==> config.mk <==
export PLATFORM = sky130hd
export DESIGN_NAME = cond_logic
export DESIGN_NICKNAME = d
export VERILOG_FILES = /design/src/rtl/cond_logic_pkg.sv /design/src/rtl/cond_logic_cond_check.sv /design/src/rtl/cond_logic.sv
export SDC_FILE = /design/constraint.sdc
export NUM_CORES = 1
export LEC_CHECK = 0
export ABC_AREA = 0
export CORE_AREA = 2 2 39 41
export DETAILED_ROUTE_END_ITERATION = 16
export DIE_AREA = 0 0 41 43
export GPL_TIMING_DRIVEN = 0
export PLACE_DENSITY = 0.7
export SYNTH_ARGS = -nofsm -noshare
export SYNTH_HDL_FRONTEND = slang
export SYNTH_SLANG_ARGS = --single-unit
==> constraint.sdc <==
create_clock -name clk -period 2.8 [get_ports clk]
set_input_delay 0.56 -clock clk [delete_from_list [all_inputs] [get_ports clk]]
set_output_delay 0.56 -clock clk [all_outputs]
set_load 0.01 [all_outputs]
==> src/rtl/cond_logic_pkg.sv <==
// Shared definitions for the conditional-execution block: condition codes
// and the bit positions of the {N,Z,C,V} flags.
package cond_logic_pkg;

    localparam int FLAG_N = 3;
    localparam int FLAG_Z = 2;
    localparam int FLAG_C = 1;
    localparam int FLAG_V = 0;

    localparam int FLAGS_W = 4;
    localparam int COND_W  = 4;

    typedef enum logic [COND_W-1:0] {
        COND_EQ = 4'b0000,
        COND_NE = 4'b0001,
        COND_CS = 4'b0010,
        COND_CC = 4'b0011,
        COND_MI = 4'b0100,
        COND_PL = 4'b0101,
        COND_VS = 4'b0110,
        COND_VC = 4'b0111,
        COND_HI = 4'b1000,
        COND_LS = 4'b1001,
        COND_GE = 4'b1010,
        COND_LT = 4'b1011,
        COND_GT = 4'b1100,
        COND_LE = 4'b1101,
        COND_AL = 4'b1110,
        COND_NV = 4'b1111
    } cond_e;

endpackage

==> src/rtl/cond_logic_cond_check.sv <==
// Purely combinational condition evaluator: decides whether an instruction
// with condition field Cond executes given the architectural flags.
module cond_check
    import cond_logic_pkg::*;
(
    input  logic [COND_W-1:0]  Cond,
    input  logic [FLAGS_W-1:0] Flags,
    output logic               CondEx
);

    logic n_flag;
    logic z_flag;
    logic c_flag;
    logic v_flag;
    logic signed_ge;

    assign n_flag    = Flags[FLAG_N];
    assign z_flag    = Flags[FLAG_Z];
    assign c_flag    = Flags[FLAG_C];
    assign v_flag    = Flags[FLAG_V];
    assign signed_ge = (n_flag == v_flag);

    always_comb begin
        CondEx = 1'b1;
        case (cond_e'(Cond))
            COND_EQ: CondEx = z_flag;
            COND_NE: CondEx = ~z_flag;
            COND_CS: CondEx = c_flag;
            COND_CC: CondEx = ~c_flag;
            COND_MI: CondEx = n_flag;
            COND_PL: CondEx = ~n_flag;
            COND_VS: CondEx = v_flag;
            COND_VC: CondEx = ~v_flag;
            COND_HI: CondEx = c_flag & ~z_flag;
            COND_LS: CondEx = ~c_flag | z_flag;
            COND_GE: CondEx = signed_ge;
            COND_LT: CondEx = ~signed_ge;
            COND_GT: CondEx = ~z_flag & signed_ge;
            COND_LE: CondEx = z_flag | ~signed_ge;
            COND_AL: CondEx = 1'b1;
            // The unused encoding executes unconditionally, like AL.
            COND_NV: CondEx = 1'b1;
            default: CondEx = 1'b1;
        endcase
    end

endmodule

==> src/rtl/cond_logic.sv <==
// Conditional-execution unit: holds the architectural flag register and
// gates the decoder's write requests with the condition result.
module cond_logic
    import cond_logic_pkg::*;
(
    input  logic               clk,
    input  logic               reset_n,
    input  logic               En,
    input  logic [COND_W-1:0]  Cond,
    input  logic [FLAGS_W-1:0] ALUFlags,
    input  logic [1:0]         FlagW,
    input  logic               PCS,
    input  logic               RegW,
    input  logic               MemW,
    output logic               PCSrc,
    output logic               RegWrite,
    output logic               MemWrite,
    output logic               CondEx,
    output logic [FLAGS_W-1:0] Flags
);

    logic [FLAGS_W-1:0] flags_q;
    logic               cond_ex;
    logic               issue;
    logic               write_nz;
    logic               write_cv;

    // The condition sees only the registered flags, so a flag-setting
    // instruction influences the next instruction, never itself.
    cond_check u_cond_check (
        .Cond   (Cond),
        .Flags  (flags_q),
        .CondEx (cond_ex)
    );

    // Reset is folded into the qualifier so nothing escapes during reset.
    assign issue    = reset_n & En & cond_ex;
    assign write_nz = issue & FlagW[1];
    assign write_cv = issue & FlagW[0];

    always_ff @(posedge clk) begin
        if (!reset_n) begin
            flags_q <= '0;
        end else begin
            if (write_nz) begin
                flags_q[FLAG_N:FLAG_Z] <= ALUFlags[FLAG_N:FLAG_Z];
            end
            if (write_cv) begin
                flags_q[FLAG_C:FLAG_V] <= ALUFlags[FLAG_C:FLAG_V];
            end
        end
    end

    assign PCSrc    = issue & PCS;
    assign RegWrite = issue & RegW;
    assign MemWrite = issue & MemW;
    assign CondEx   = cond_ex;
    assign Flags    = flags_q;

endmodule

==> impl_metrics.env <==
export IMPL_grt_use_met1=0.182
export IMPL_pin_count=24
export IMPL_diodes=0
export IMPL_post_route_util=0.517
export IMPL_synth_edf_count=0
export IMPL_setup_tns_ns=0
export IMPL_setup_viol=0
export IMPL_drive_above_1_share=0.263
export IMPL_rsz0062_at_grt="no"
export IMPL_grt_pass1_wl_um=1750
export IMPL_netlist_area_um2=437
export IMPL_num_rows=14
export IMPL_die_x_um=41
export IMPL_grt_antenna_before_repair=0
export IMPL_postRouteAntennaNets=0
export IMPL_status="completed"
export IMPL_drc_errors=0
export IMPL_skew_ns=0.000498
export IMPL_final_common_cell="clkdlybuf4s50_1"
export IMPL_routedWlPerCell_um=11.7
export IMPL_fmax_mhz=372
export IMPL_wl_um=1120
export IMPL_synth_nets=66
export IMPL_crit_path_end_kind="output port"
export IMPL_cts_sinks=4
export IMPL_cpMostUsedCell="buf_2"
export IMPL_grt_pass1_vias=428
export IMPL_drv_slew=0
export IMPL_largest_register_ffs=4
export IMPL_cp_arrival_ns=2.13
export IMPL_detailedPlacementHpwl_um=809
export IMPL_synthArstFlopShare=0
export IMPL_globalRouteTotalUtil=0.145
export IMPL_yosysUniqueCellTypes=27
export IMPL_hold_viol_final=0
export IMPL_core_um2=1380
export IMPL_path_cells="buf_2 > buf_6 > and3_1 > a211o_1 > o41ai_2 > nand3_1 > buf_4 > and4_1 > buf_2"
export IMPL_worst_path_buf_inv=4
export IMPL_worstSetupStartpointType="input port"
export IMPL_syn_area_per_cell_um2=8.73
export IMPL_die_h_um=43
export IMPL_finalPower_mw=0.226
export IMPL_portBuffers=22
export IMPL_grt_ovfl_total=0
export IMPL_grt_busiest_layer="met2"
export IMPL_critPathMaxStageDelay_ns=0.30
export IMPL_dieArea_um2=1760
export IMPL_max_slew_margin_rel=0.745
export IMPL_drtPass1Iterations=3
export IMPL_vias=483
export IMPL_cts_root_buf="clkbuf_4"
export IMPL_hp_class="flop to flop"
export IMPL_n_fill_cell=134
export IMPL_clk_pin_slew_worst_paths_ns=0.04
export IMPL_synth_warnings=0
export IMPL_p_leak_nw=0.298
export IMPL_cap_viol_max_count=0
export IMPL_synth_seq_cells=4
export IMPL_period_needed_ns=2.69
export IMPL_vias_per_cell=5.03
export IMPL_powerDensity_nw_per_um2=316
export IMPL_cts_max_level=1
export IMPL_grt_max_degree=11
export IMPL_synth_flop_cell="dfxtp_1"
export IMPL_clock_latency_ns=0.23
export IMPL_cp_max_fo=6
export IMPL_syn_to_final_growth_pct=63.9
export IMPL_syn_inst=50
export IMPL_initial_utilization=0.316
export IMPL_cp_data_required_time_ns=2.24
export IMPL_tritoncts="yes"
export IMPL_clk_path_buf_depth=2
export IMPL_drtIter0Drc=6
export IMPL_final_nets=98
export IMPL_gp_congestion=0.676
export IMPL_grtUsageMet3=0.0157
export IMPL_crit_family="compound AO/OA/AOI/OAI gates"
export IMPL_fin_crit_sh=0.960
export IMPL_slowest_stage="a211o_1"
export IMPL_numCtsBuffers=3
export IMPL_peakVddDrop_mv=0.196
export IMPL_yosysSeqAreaShare=0.183
export IMPL_tightest_slew_ns=0.381
export IMPL_critPathKind="input port to output port"
export IMPL_met2_usage=0.219
export IMPL_final_cell_mix="clkdlybuf4s50_1, nand2_1, buf_2, mux2i_1, buf_4"
export IMPL_postCtsHoldBufs=0
repair_timing:
item                       4_1_cts  5_1_grt
setup buffers                    5        0
setup endpoints to repair        4        3
pin swaps                        3        3
resized for setup               30        0
worst reg2reg max path: cells and delay by family, from the launching register on:
family | cells | cell delay (ns)
buffers and inverters | 1 | 0.15
flip-flops | 1 | 0.35
AO/OA/AOI/OAI | 3 | 0.83
multiplexers | 2 | 0.52
power by group:
group          total (mW)  switching [mW]  internal, mW  leakage (nW)
clock network      0.0706          0.0227        0.0479        0.0138
registers          0.0647         0.00447        0.0602        0.0325
logic              0.0909          0.0365        0.0544         0.252
total               0.226          0.0636         0.162         0.298
layout make-up:
class,count,area [um^2],share of cell area
repair buffers,27,226,0.316
clock buffers,3,22.5,0.0315
well taps,16,20.0,0.0280
plain buffers,3,26.3,0.0367
flip-flops and latches,4,80.1,0.112
multi-input cells,43,340,0.476
cell families after synthesis:
logic type | count (synthesis) | share of synthesized area
compound gates | 8 | 0.189
mux | 6 | 0.149
simple gates | 27 | 0.393
flops | 4 | 0.183
xor+xnor | 2 | 0.0401
buf+inv | 3 | 0.0458
routing by layer:
layer | wire length (um) | share of wire | vias to the layer above
met2 | 540 | 0.48 | 12
met3 | 51 | 0.045 | 0
met5 | 0 | 0 | -
li1 | - | - | 252
met4 | 0 | 0 | 0
met1 | 532 | 0.47 | 219
through the flow:
| step | std cells | hold WS, ns | instance area, um^2 | setup WS [ns] |
|---|---|---|---|---|
| final | 96 | 0.522 | 716 | 0.113 |
| after floorplan | 50 | 0.518 | 437 | 0.220 |
| after global routing | 96 | 0.553 | 716 | 0.0311 |
| after CTS | 96 | 0.524 | 716 | 0.0399 |
| after detailed placement | 88 | 0.517 | 677 | -0.754 |
| after global placement | 88 | 0.509 | 677 | -0.722 |
synthesized netlist by cell type (2+ instances only):
master	count	area (um^2)
nor4b_1	2	17.5
nand2_1	11	41.3
a31oi_1	2	12.5
mux2i_1	5	50.1
xnor2_1	2	17.5
dfxtp_1	4	80.1
and3b_1	2	17.5
and4_1	3	26.3
worst paths after layout:
path,cells after the start,startpoint,end,slack [ns]
worst max-delay path,9,Cond[3],RegWrite,0.11
worst min-delay path,2,Flags[1]$_SDFFE_PN0P_,Flags[1]$_SDFFE_PN0P_,0.52
worst max register to register,6,Flags[2]$_SDFFE_PN0P_,Flags[0]$_SDFFE_PN0P_,0.88
worst min register to register,2,Flags[1]$_SDFFE_PN0P_,Flags[1]$_SDFFE_PN0P_,0.52
No activity file was read; power rests on OpenSTA's default activity.
